`config.mk`:
```
export PLATFORM = sky130hd
export DESIGN_NAME = calendar_date_counter
export DESIGN_NICKNAME = d
export VERILOG_FILES = /design/src/rtl/calendar_date_counter.sv
export SDC_FILE = /design/constraint.sdc
export NUM_CORES = 1
export LEC_CHECK = 0
export CAP_MARGIN = 20
export CORE_ASPECT_RATIO = 0.5
export CORE_MARGIN = 2
export CORE_UTILIZATION = 45
export DETAILED_ROUTE_END_ITERATION = 16
export GPL_TIMING_DRIVEN = 0
export PLACE_DENSITY = 0.74
export SLEW_MARGIN = 20
export SYNTH_ARGS = -nofsm -noshare
export SYNTH_HDL_FRONTEND = slang
export SYNTH_SLANG_ARGS = --single-unit
```
`constraint.sdc`:
```
create_clock -name clk -period 3 [get_ports clk]
set_input_delay 0.6 -clock clk [delete_from_list [all_inputs] [get_ports clk]]
set_output_delay 0.6 -clock clk [all_outputs]
set_load 0.02 [all_outputs]
```
`src/rtl/calendar_date_counter.sv`:
```
// BCD calendar: day/month/year plus day-of-week, stepped one day per tick in either
// direction, with Gregorian leap handling and a validated parallel load.
module calendar_date_counter #(
    parameter int          YEAR_DIGITS    = 4,
    parameter logic [15:0] START_YEAR     = 16'h2000,
    parameter logic [2:0]  START_DOW      = 3'd6,
    parameter bit          FULL_GREGORIAN = 1'b1
) (
    input  logic                     clk,
    input  logic                     rst,
    input  logic                     tick,
    input  logic                     stay,
    input  logic                     dir,
    input  logic                     load,
    input  logic [7:0]               load_day,
    input  logic [7:0]               load_month,
    input  logic [4*YEAR_DIGITS-1:0] load_year,
    input  logic [2:0]               load_dow,
    output logic [7:0]               day_bcd,
    output logic [7:0]               month_bcd,
    output logic [4*YEAR_DIGITS-1:0] year_bcd,
    output logic [2:0]               dow,
    output logic                     leap,
    output logic                     month_wrap,
    output logic                     year_wrap,
    output logic                     load_err
);

    localparam int YW           = 4 * YEAR_DIGITS;
    localparam bit CENTURY_RULE = FULL_GREGORIAN && (YEAR_DIGITS == 4);

    // Divisibility by 4 of a two-digit BCD number, decided from the digits alone.
    function automatic logic div4(input logic [7:0] pair);
        if (pair[4])
            return (pair[3:0] == 4'd2) || (pair[3:0] == 4'd6);
        else
            return (pair[3:0] == 4'd0) || (pair[3:0] == 4'd4) || (pair[3:0] == 4'd8);
    endfunction

    function automatic logic leapOf(input logic [YW-1:0] y);
        logic [15:0] yp;
        yp = 16'(y);
        if (CENTURY_RULE && (yp[7:0] == 8'h00))
            return div4(yp[15:8]);
        else
            return div4(yp[7:0]);
    endfunction

    function automatic logic [7:0] monthLen(input logic [7:0] m, input logic lp);
        case (m)
            8'h02:                      return lp ? 8'h29 : 8'h28;
            8'h04, 8'h06, 8'h09, 8'h11: return 8'h30;
            default:                    return 8'h31;
        endcase
    endfunction

    function automatic logic [7:0] bcdInc2(input logic [7:0] v);
        if (v[3:0] == 4'd9)
            return {v[7:4] + 4'd1, 4'd0};
        else
            return {v[7:4], v[3:0] + 4'd1};
    endfunction

    function automatic logic [7:0] bcdDec2(input logic [7:0] v);
        if (v[3:0] == 4'd0)
            return {v[7:4] - 4'd1, 4'd9};
        else
            return {v[7:4], v[3:0] - 4'd1};
    endfunction

    function automatic logic bcd2Ok(input logic [7:0] v);
        return (v[7:4] <= 4'd9) && (v[3:0] <= 4'd9);
    endfunction

    logic [7:0]    dayReg, monthReg, dayNext, monthNext;
    logic [YW-1:0] yearReg, yearNext, yearInc, yearDec;
    logic [2:0]    dowReg, dowNext;
    logic          monthWrapReg, yearWrapReg, loadErrReg;
    logic          monthWrapNext, yearWrapNext;
    logic          leapCur, loadOk;
    logic [7:0]    curLen, prevMonth;

    logic [YEAR_DIGITS-1:0] incCarry, decBorrow, loadDigitOk;

    assign incCarry[0]  = 1'b1;
    assign decBorrow[0] = 1'b1;

    // Year ripple increment/decrement and per-digit load check.
    generate
        for (genvar gi = 0; gi < YEAR_DIGITS; gi++) begin : genYearDigit
            logic [3:0] digit;
            assign digit = yearReg[4*gi +: 4];
            assign yearInc[4*gi +: 4] = !incCarry[gi] ? digit :
                                        (digit == 4'd9) ? 4'd0 : digit + 4'd1;
            assign yearDec[4*gi +: 4] = !decBorrow[gi] ? digit :
                                        (digit == 4'd0) ? 4'd9 : digit - 4'd1;
            assign loadDigitOk[gi] = (load_year[4*gi +: 4] <= 4'd9);
            if (gi < YEAR_DIGITS - 1) begin : genChain
                assign incCarry[gi+1]  = incCarry[gi]  && (digit == 4'd9);
                assign decBorrow[gi+1] = decBorrow[gi] && (digit == 4'd0);
            end
        end
    endgenerate

    assign leapCur   = leapOf(yearReg);
    assign curLen    = monthLen(monthReg, leapCur);
    assign prevMonth = bcdDec2(monthReg);

    assign loadOk = bcd2Ok(load_day) && bcd2Ok(load_month) && (&loadDigitOk)
                 && (load_month >= 8'h01) && (load_month <= 8'h12)
                 && (load_day >= 8'h01)
                 && (load_day <= monthLen(load_month, leapOf(load_year)))
                 && (load_dow <= 3'd6);

    always_comb begin
        dayNext       = dayReg;
        monthNext     = monthReg;
        yearNext      = yearReg;
        dowNext       = dowReg;
        monthWrapNext = 1'b0;
        yearWrapNext  = 1'b0;
        if (!dir) begin
            dowNext = (dowReg == 3'd6) ? 3'd0 : dowReg + 3'd1;
            if (dayReg < curLen) begin
                dayNext = bcdInc2(dayReg);
            end else begin
                dayNext       = 8'h01;
                monthWrapNext = 1'b1;
                if (monthReg == 8'h12) begin
                    monthNext    = 8'h01;
                    yearNext     = yearInc;
                    yearWrapNext = 1'b1;
                end else begin
                    monthNext = bcdInc2(monthReg);
                end
            end
        end else begin
            dowNext = (dowReg == 3'd0) ? 3'd6 : dowReg - 3'd1;
            if (dayReg > 8'h01) begin
                dayNext = bcdDec2(dayReg);
            end else begin
                monthWrapNext = 1'b1;
                // Stepping back into December always lands on day 31, whatever the year.
                if (monthReg == 8'h01) begin
                    monthNext    = 8'h12;
                    dayNext      = 8'h31;
                    yearNext     = yearDec;
                    yearWrapNext = 1'b1;
                end else begin
                    monthNext = prevMonth;
                    dayNext   = monthLen(prevMonth, leapCur);
                end
            end
        end
    end

    always_ff @(posedge clk or negedge rst) begin
        if (!rst) begin
            dayReg       <= 8'h01;
            monthReg     <= 8'h01;
            yearReg      <= START_YEAR[YW-1:0];
            dowReg       <= START_DOW;
            monthWrapReg <= 1'b0;
            yearWrapReg  <= 1'b0;
            loadErrReg   <= 1'b0;
        end else begin
            monthWrapReg <= 1'b0;
            yearWrapReg  <= 1'b0;
            loadErrReg   <= 1'b0;
            if (load) begin
                if (loadOk) begin
                    dayReg   <= load_day;
                    monthReg <= load_month;
                    yearReg  <= load_year;
                    dowReg   <= load_dow;
                end else begin
                    loadErrReg <= 1'b1;
                end
            end else if (tick && stay) begin
                dayReg       <= dayNext;
                monthReg     <= monthNext;
                yearReg      <= yearNext;
                dowReg       <= dowNext;
                monthWrapReg <= monthWrapNext;
                yearWrapReg  <= yearWrapNext;
            end
        end
    end

    assign day_bcd    = dayReg;
    assign month_bcd  = monthReg;
    assign year_bcd   = yearReg;
    assign dow        = dowReg;
    assign leap       = leapCur;
    assign month_wrap = monthWrapReg;
    assign year_wrap  = yearWrapReg;
    assign load_err   = loadErrReg;

endmodule

```
==> flow_summary.ini, run 1 <==
[outcome]
status = finished, violations left
failed_checks = negative setup slack

[synth]
async_s_r_ff_share_synth_pct = 100
synth_edf_count = 0
mappedNetlistNets = 585
post_synth.cell_area_avg_um2 = 7.89
synth.distinct_cells = 87
synthesized_instance_count = 524
syn_area_um2 = 4140
sequential_to_total_area_share_from_yosys_stat_pct = 23.1
synth.yosys.warnings = 0
yosys_register_bits = 38
synthFlopType = dfrtp_1

[global_route]
grt_antenna_before_repair = 0
gr-usage-all-layers_pct = 28.3
wire_length_of_the_first_global_routing_pass_um = 22500
vias_in_the_first_global_route = 4241
grt_max_degree = 27
global_route.overflow_total = 0

[finish]
fraction_of_layout_instances_using_a_drive_strength_above_1_pct = 21.2
finish.net_count = 687
flow.area_growth_from_synthesis_pct = 36.6
fin_util_pct = 64.0
stdcell_area_um2 = 5650
antenna_cells = 0
fillers = 783

[floorplan]
initial_core_util_pct = 46.8
die-area_um2 = 10000
placementRows = 24
die_height_um = 71.8
core_um2 = 8830
io-pin-count = 80
fp.dieW_um = 140

[detailed_routing]
drtIter0Drc = 507
detailedRoute.firstPassIterationCount = 5
drc = 0
detail_route.vias_per_cell = 6.31
antenna_violating_nets_post_route = 0
wl_um = 14500
routedWlPerCell_um = 19.4
dr_total_vias = 4692

[timing]
max_slew_margin_pct = 35.9
finalMaxSlewViolations = 0
rsz0062_at_grt = yes
layout_setup_ws_ns = -0.599
clock-skew-final_ns = 0.00327
min_period_over_period_pct = 120
fin_hold_ws_ns = 0.201
report.final.hold_viol_count = 0
max_freq_mhz = 278
worst-slew-pin-transition_ns = 0.958
finalSetupViolCount = 35
final_min_period_ns = 3.60

[power]
share_of_power_burned_in_registers_pct = 22.4
p_comb_share_pct = 63.1
highest_ir_drop_seen_on_vdd_mv = 0.503
power.internal_w = 0.00226
static-leakage-power_nw = 2.22
p_sw_share_pct = 46.6
power_frac_clock_pct = 14.5
switching_power_w = 0.00197
pwr_density_cell_nw_per_um2 = 748

[clock_tree]
cts_made_buffers = 5
cts_num_sinks = 38
cts_hold_repair.buffers = 0
cts.htree.levels = 2
clk_transition_reported_paths_ns = 0.06
clk-insertion-delay-late_ns = 0.29
cts_root_buffer = clkbuf_16
clock_tree_from_tritoncts = yes
cts_buffer_depth = 2

[worst_setup_path]
worstPathArrival_ns = 3.78
timing.critical_path.to_type = flip-flop
worst-endpoint-required_ns = 3.18
start_kind = primary input
critPathMaxFanout = 5
worst_r2r_path_depth = 14
worstSetupPathType = primary input to flip-flop

[placed_design]
place.detailed.hpwl_um = 10400
dpl_cell_area_um2 = 5130
port_buffers = 79
place_ws_ns = -1.36
routabilityCongestion = 0.943

[job]
maxCapViolations = 0

[worst_hold_path]
hold_path.class = primary input to asynchronous set/reset pin
-- repair_timing --
item | CTS | global route
pin swaps | 17 | 10
gates cloned | 2 | 0
setup buffers | 11 | 3
endpoints found under the setup margin | 37 | 36
resized for setup | 56 | 41
-- critical path, stage by stage --
cell	delay (ns)
clkdlybuf4s50_1	0.53
nor4_2	0.27
nand3_1	0.20
o311ai_2	0.37
ha_2	0.22
nor4b_4	0.22
o21bai_1	0.15
a311oi_2	0.36
and2_4	0.25
a21o_1	0.10
buf_6	0.13
nand2_4	0.07
mux2_4	0.30
-- sequential cells by signal, indices dropped and copies added, names as in the netlist --
signal and count:
month_bcd 8, load_err 1, year_wrap 1, dow 3
year_bcd 16, day_bcd 8, month_wrap 1
-- routing by layer --
metal,vias to the layer above,share of wire [%],track usage (%)
met1,2224,43,40.2
met3,33,11,7.42
li1,2145,-,-
met5,-,0,0
met2,290,44,43.4
met4,0,1.9,7.11
-- cells in the final DEF, fill, tap and decap left out, types with 10 or more instances in the layout --
master / count
a21oi_1: 33
buf_6: 17
clkbuf_1: 19
clkdlybuf4s50_1: 66
dfrtp_1: 33
ha_1: 19
inv_1: 22
nand2_1: 48
nand3_1: 15
nor2_1: 40
nor3_1: 15
o21ai_0: 39
o21ai_2: 10
-- kinds of logic (layout without fill, tap and decap cells) --
kind of cell	Yosys count	in the layout	share of synthesized area [%]
AND/OR/NAND/NOR	194	194	25.2
AO/OA/AOI/OAI	179	179	30.0
adder cells (fa/ha/maj)	20	20	6.05
buffers and inverters	60	163	6.75
multiplexers	19	19	5.87
flip-flops	38	38	23.1
XOR/XNOR	14	14	2.97
-- stage by stage --
stage                     power, W  std cells  setup TNS, ns
after floorplan            0.00262        524          -4.07
after global placement     0.00341        720         -40.36
after detailed placement   0.00346        721         -41.93
after CTS                  0.00413        742         -17.14
after global routing       0.00451        744         -22.15
final                      0.00423        744         -16.75
-- power by group through the flow --
| stage | logic, W | clock network (W) | registers (W) |
|---|---|---|---|
| 6_report | 0.00266 | 0.000613 | 0.000949 |
| 5_1_grt | 0.00289 | 0.000637 | 0.000980 |
| 4_1_cts | 0.00257 | 0.000615 | 0.000943 |
| 3_3_place_gp | 0.00247 | 0 | 0.000943 |
| 3_5_place_dp | 0.00251 | 0 | 0.000950 |
| 2_1_floorplan | 0.00150 | 0 | 0.00113 |
-- final timing paths --
check,start,endpoint,slack (ns)
min,rst,year_bcd[5],0.20
min in group clk,day_bcd[0],day_bcd[0],0.53
max reg2reg,month_bcd[4],month_bcd[7],-0.30
min reg2reg,day_bcd[0],day_bcd[0],0.53
max in group asynchronous,rst,month_bcd[0],2.25
max,load_month[4],year_bcd[15],-0.60
-- Yosys cell counts (6+ instances only) --
cell      number  area share (%)
o21ai_0       57             6.9
ha_1          20             6.1
a211oi_1       8             1.5
nor2b_1        6            0.91
nand2_1       50             4.5
clkbuf_1      20             1.8
nand3_1       15             1.8
dfrtp_1       33              20
nand3b_1       7             1.3
xnor2_1        9             1.9
inv_1         22             2.0
a21oi_1       39             4.7
nor2_1        43             3.9
a31oi_1        6            0.91
mux2i_1        7             1.7
nor3_1        16             1.9
mux2_4         7             2.5
-- area by class of cell --
| cell class | instances | area, um^2 | share of cell area [%] |
|---|---|---|---|
| repair buffers | 96 | 946 | 16.7 |
| well taps | 117 | 146 | 2.59 |
| flip-flops and latches | 38 | 957 | 16.9 |
| inverters | 25 | 96.3 | 1.71 |
| plain buffers | 34 | 185 | 3.28 |
| multi-input cells | 426 | 3150 | 55.8 |
| clock buffers | 8 | 166 | 2.95 |
(Power assumes the default switching activity.)
==> run 2: changes to the inputs <==
--- a/config.mk
+++ b/config.mk
@@ -7,7 +7,7 @@
 export LEC_CHECK = 0
 export CAP_MARGIN = 20
 export CORE_ASPECT_RATIO = 0.5
-export CORE_MARGIN = 2
+export CORE_MARGIN = 5
 export CORE_UTILIZATION = 45
 export DETAILED_ROUTE_END_ITERATION = 16
 export GPL_TIMING_DRIVEN = 0
==> run 2 against run 1 <==
The run still ends with negative setup slack left. Die area increased by 13%. Wire length increased by 0.31%. Cell count increased by 1.1%. Clock skew increased by 0.0056 ns. Design area increased by 2.3%. Critical path depth increased by 3. Worst hold slack got worse by 0.013 ns. Via count grew 0.19%. Sequential power up 0.4%. Clock power decreased by 15%. Fmax up 7.8%. First-iteration DRC count shrank 2.0%. Highest routed layer unchanged.
==> flow_summary.ini, run 2 (synthesis results as in run 1) <==
[timing]
worst-slew-pin-transition_ns = 0.945
clock-skew-final_ns = 0.00886
rsz0062_at_grt = yes
max_freq_mhz = 300
finalSetupViolCount = 35
finalMaxSlewViolations = 0
final_min_period_ns = 3.34
layout_setup_ws_ns = -0.338
max_slew_margin_pct = 36.8
min_period_over_period_pct = 111
report.final.hold_viol_count = 0

[worst_setup_path]
worstSetupPathType = primary input to flip-flop
start_kind = primary input
crit_path_start = load_year[12]
cp_cell_sequence = buf_6 -> or3_4 -> o21ai_4 -> a211oi_4 -> a2111oi_2 -> a31oi_1 -> o311ai_2 -> ha_2 -> nor4b_4 -> o21bai_1 -> a311oi_2 -> buf_4 -> a21oi_4 -> a21o_1 -> a21oi_2 -> a2bb2oi_1
cp_top_family = compound AO/OA/AOI/OAI gates
worstPathArrival_ns = 3.55
worstReg2RegEnd = year_bcd[15]
rr_startpoint = month_bcd[4]
crit_slowest_cell = or3_4
critPathMaxStageDelay_ns = 0.39
crit_end = day_bcd[6]
critical_path_cell_count = 16
timing.critical_path.to_type = flip-flop
worst-endpoint-required_ns = 3.21
timing.reg2reg.setup_slack_ns = -0.13
worst_r2r_path_depth = 14
path_buf_inv = 2
critPathMaxFanout = 5

[finish]
antenna_cells = 0
stdcell_area_um2 = 5780
layout.cells.most_common = clkdlybuf4s50_1
finish.net_count = 696
largest_register_ff_count = 16
mostFrequentLayoutCells = 64 x clkdlybuf4s50_1, 47 x nand2_1, 41 x nor2_1
fin_util_pct = 65.5
fraction_of_layout_instances_using_a_drive_strength_above_1_pct = 22.4
flow.area_growth_from_synthesis_pct = 39.8

[job]
maxCapViolations = 0

[global_route]
wire_length_of_the_first_global_routing_pass_um = 22000
grt_antenna_before_repair = 0
grt_max_degree = 29
gr-usage-all-layers_pct = 23.5
vias_in_the_first_global_route = 4237
global_route.overflow_total = 0

[outcome]
status = finished, violations left
failed_checks = negative setup slack

[clock_tree]
cts_num_sinks = 38
clk_transition_reported_paths_ns = 0.06
cts.htree.levels = 2
cts_hold_repair.buffers = 0
clock_tree_from_tritoncts = yes
clk-insertion-delay-late_ns = 0.29
cts_made_buffers = 5
cts_root_buffer = clkbuf_16
cts_buffer_depth = 2

[placed_design]
port_buffers = 79
routabilityCongestion = 0.950
dpl_cell_area_um2 = 5130
place.detailed.hpwl_um = 10200

[floorplan]
die_height_um = 77.8
die-area_um2 = 11300
io-pin-count = 80
core_um2 = 8830
placementRows = 24
initial_core_util_pct = 46.8
fp.dieW_um = 146

[detailed_routing]
drc = 0
detailedRoute.firstPassIterationCount = 5
antenna_violating_nets_post_route = 0
drtIter0Drc = 497
dr_total_vias = 4701
detail_route.vias_per_cell = 6.25
routedWlPerCell_um = 19.3
wl_um = 14500

[power]
static-leakage-power_nw = 2.28
pwr_density_cell_nw_per_um2 = 721
highest_ir_drop_seen_on_vdd_mv = 0.429

[worst_hold_path]
hold_path.class = primary input to asynchronous set/reset pin
-- run 2: cell types whose count changed in the layout (fill, tap and decap cells not counted), moves of 2 or more --
cell and delta:
buf_4 +3, buf_6 +5, clkbuf_8 -3, clkdlybuf4s50_1 -2, dlymetal6s2s_1 +2, o21ai_2 -4
o21ai_4 +3
-- run 2: layout make-up --
cell class,count,area (um^2)
Sequential cell,38,957
Buffer,35,201
Clock buffer,7,133
Inverter,25,96.3
Timing Repair Buffer,104,1040
Fill cell,756,3050
Tap cell,117,146
Multi-Input combinational cell,426,3200
-- run 2: power by group --
part	internal (W)	switching [W]
sequential	0.000706	0.000247
clock	0.000305	0.000218
combinational	0.00119	0.00150
total	0.00220	0.00197
-- run 2: metrics by stage --
| stage | worst slack [ns] | power [W] | instances | hold WS (ns) | setup TNS (ns) |
|---|---|---|---|---|---|
| finish | -0.338 | 0.00417 | 752 | 0.188 | -8.65 |
| floorplan | -0.317 | 0.00262 | 524 | 0.304 | -4.07 |
| global placement | -1.26 | 0.00341 | 720 | 0.523 | -38.23 |
| detailed placement | -1.28 | 0.00345 | 721 | 0.501 | -38.48 |
| CTS | -0.561 | 0.00405 | 743 | 0.195 | -15.42 |
| global route | -0.490 | 0.00445 | 752 | 0.206 | -13.19 |
-- run 2: what timing repair did --
action | 4_1_cts | 5_1_grt
setup buffers | 13 | 9
setup endpoints to repair | 37 | 36
gates cloned | 2 | 0
gates resized for setup | 66 | 52
pin swaps | 14 | 18
-- run 2: worst min-delay path by stage --
stage	end	slack (ns)	cells after the start
after global placement	day_bcd[0]	0.52	2
after global routing	year_bcd[6]	0.21	1
after detailed placement	year_bcd[6]	0.50	1
final	year_bcd[6]	0.19	1
after CTS	year_bcd[6]	0.19	1
after floorplan	day_bcd[1]	0.30	0
-- run 2: per-layer routing --
metal  GRT usage (%)  share of wire [%]
met1            33.9                 45
met2            35.7                 44
met3            5.18                 10
met4            5.77                1.6
met5               0                  0
-- run 2: worst register-to-register path: stages, from the launching register on --
cell,delay [ns]
dfrtp_1,0.42
clkbuf_2,0.25
inv_1,0.11
ha_1,0.22
nor3b_1,0.15
and2_4,0.18
ha_1,0.21
a2111oi_4,0.47
nand2_1,0.11
nand2_1,0.12
a21oi_4,0.07
a21o_1,0.19
buf_6,0.15
nand2_4,0.09
mux2_4,0.30
==> run 3: changes to the inputs <==
--- a/config.mk
+++ b/config.mk
@@ -11,7 +11,7 @@
 export CORE_UTILIZATION = 45
 export DETAILED_ROUTE_END_ITERATION = 16
 export GPL_TIMING_DRIVEN = 0
-export PLACE_DENSITY = 0.74
+export PLACE_DENSITY = 0.71
 export SLEW_MARGIN = 20
 export SYNTH_ARGS = -nofsm -noshare
 export SYNTH_HDL_FRONTEND = slang
==> constraint.sdc (replaced) <==
create_clock -name clk -period 3.7 [get_ports clk]
set_input_delay 0.74 -clock clk [delete_from_list [all_inputs] [get_ports clk]]
set_output_delay 0.74 -clock clk [all_outputs]
set_load 0.02 [all_outputs]
==> run 3 against run 2 <==
The flow now finishes without violations. Wire length about the same. Non-clock buffer count down 6. Clock power shrank 11%. Sequential cell count stayed put. Cell count fell by 0.66%. Clock-buffer cell count fell by 1. Sequential power is 19% lower. Critical path depth fell by 2. Via count fell by 2.0%. Clock skew down 0.0039 ns.
==> flow_summary.ini, run 3 (synthesis results as in run 1) <==
[floorplan]
initial_core_util_pct = 46.8
die_height_um = 77.8
fp.dieW_um = 146
die-area_um2 = 11300
core_um2 = 8830
placementRows = 24
io-pin-count = 80

[global_route]
gr-usage-all-layers_pct = 23.6
grt_antenna_before_repair = 0
grt_max_degree = 28
global_route.overflow_total = 0
vias_in_the_first_global_route = 4094
wire_length_of_the_first_global_routing_pass_um = 21900

[job]
maxCapViolations = 0

[placed_design]
place.detailed.hpwl_um = 10200
routabilityCongestion = 0.949
place_ws_ns = -1.04
port_buffers = 79

[worst_setup_path]
path_buf_inv = 3
crit_slowest_cell = clkdlybuf4s50_1
timing.critical_path.to_type = flip-flop
timing.reg2reg.setup_slack_ns = 0.40
worst-endpoint-required_ns = 3.88
worstSetupPathType = primary input to flip-flop
start_kind = primary input
critPathMaxStageDelay_ns = 0.58
worstPathArrival_ns = 3.83
cp_cell_sequence = clkdlybuf4s50_1 -> nor4_1 -> nand3_1 -> o311ai_2 -> ha_2 -> nor4b_4 -> o21bai_1 -> a311oi_2 -> buf_4 -> a21oi_4 -> a21o_4 -> buf_6 -> o22ai_4 -> a2bb2oi_2
cp_top_family = compound AO/OA/AOI/OAI gates
critPathMaxFanout = 7

[detailed_routing]
wl_um = 14500
routedWlPerCell_um = 19.4
drc = 0
detail_route.vias_per_cell = 6.16
dr_total_vias = 4605
drtIter0Drc = 540
antenna_violating_nets_post_route = 0
detailedRoute.firstPassIterationCount = 5

[timing]
finalMaxSlewViolations = 0
final_min_period_ns = 3.65
finalSetupViolCount = 0
min_period_over_period_pct = 98.8
fin_hold_ws_ns = 0.333
max_freq_mhz = 274
rsz0062_at_grt = yes
layout_setup_ws_ns = 0.0461
max_slew_margin_pct = 35.2
worst-slew-pin-transition_ns = 0.969
clock-skew-final_ns = 0.00499
report.final.hold_viol_count = 0

[clock_tree]
cts_made_buffers = 5
clk-insertion-delay-late_ns = 0.29
cts_num_sinks = 38
clk_transition_reported_paths_ns = 0.07
cts_buffer_depth = 2
clock_tree_from_tritoncts = yes
cts.htree.levels = 2
cts_root_buffer = clkbuf_16
cts_hold_repair.buffers = 0

[finish]
finish.net_count = 690
largest_register_ff_count = 16
antenna_cells = 0
fraction_of_layout_instances_using_a_drive_strength_above_1_pct = 20.3
layout.cells.most_common = clkdlybuf4s50_1
flow.area_growth_from_synthesis_pct = 39.5
mostFrequentLayoutCells = 69 x clkdlybuf4s50_1, 48 x nand2_1, 41 x o21ai_0

[power]
highest_ir_drop_seen_on_vdd_mv = 0.322
power.total_w = 0.00342
static-leakage-power_nw = 2.24
pwr_density_cell_nw_per_um2 = 592

[worst_hold_path]
hold_path.class = primary input to asynchronous set/reset pin

[outcome]
status = completed
==> run 3: final timing paths <==
path,to,cells past startpoint,start
min in group clk,day_bcd[0],2,day_bcd[0]
worst min-delay path,year_bcd[6],1,rst
max in group asynchronous,day_bcd[0],2,rst
worst max-delay path,day_bcd[6],14,load_month[3]
worst max register to register,year_bcd[3],13,month_bcd[4]
worst min register to register,day_bcd[0],2,day_bcd[0]
==> run 3: per-layer routing <==
metal,global-route usage (%),part of all wire [%]
met4,4.38,1.4
met5,0,0
met3,5.65,10
met2,36.1,43
met1,34.2,45
==> run 3: where the power goes <==
group / internal, W / total (W) / switching, W
sequential: 0.000572 / 0.000771 / 0.000199
clock: 0.000268 / 0.000465 / 0.000198
combinational: 0.000969 / 0.00218 / 0.00121
==> run 3: area by class of cell <==
class | count | area, um^2
Multi-Input combinational cell | 426 | 3210
Fill cell | 746 | 3060
Timing Repair Buffer | 98 | 1010
Sequential cell | 38 | 957
Buffer | 35 | 204
Tap cell | 117 | 146
Clock buffer | 6 | 139
Inverter | 25 | 96.3
Clock inverter | 2 | 12.5
==> run 3: repair_timing <==
item	4_1_cts	5_1_grt
resized for setup	29	83
buffers inserted	12	4
setup endpoints to repair	36	35
pin swaps	9	21
cloned	0	2
==> run 3: metrics by stage <==
stage               util [%]  TNS (ns)  cell area (um^2)  instances
floorplan                  -         0              4140        524
global placement        57.5    -30.73              5070        720
detailed placement      57.6    -30.95              5090        721
CTS                     61.3         0              5410        741
global route            65.4     -2.49              5770        747
finish                  65.4         0              5770        747
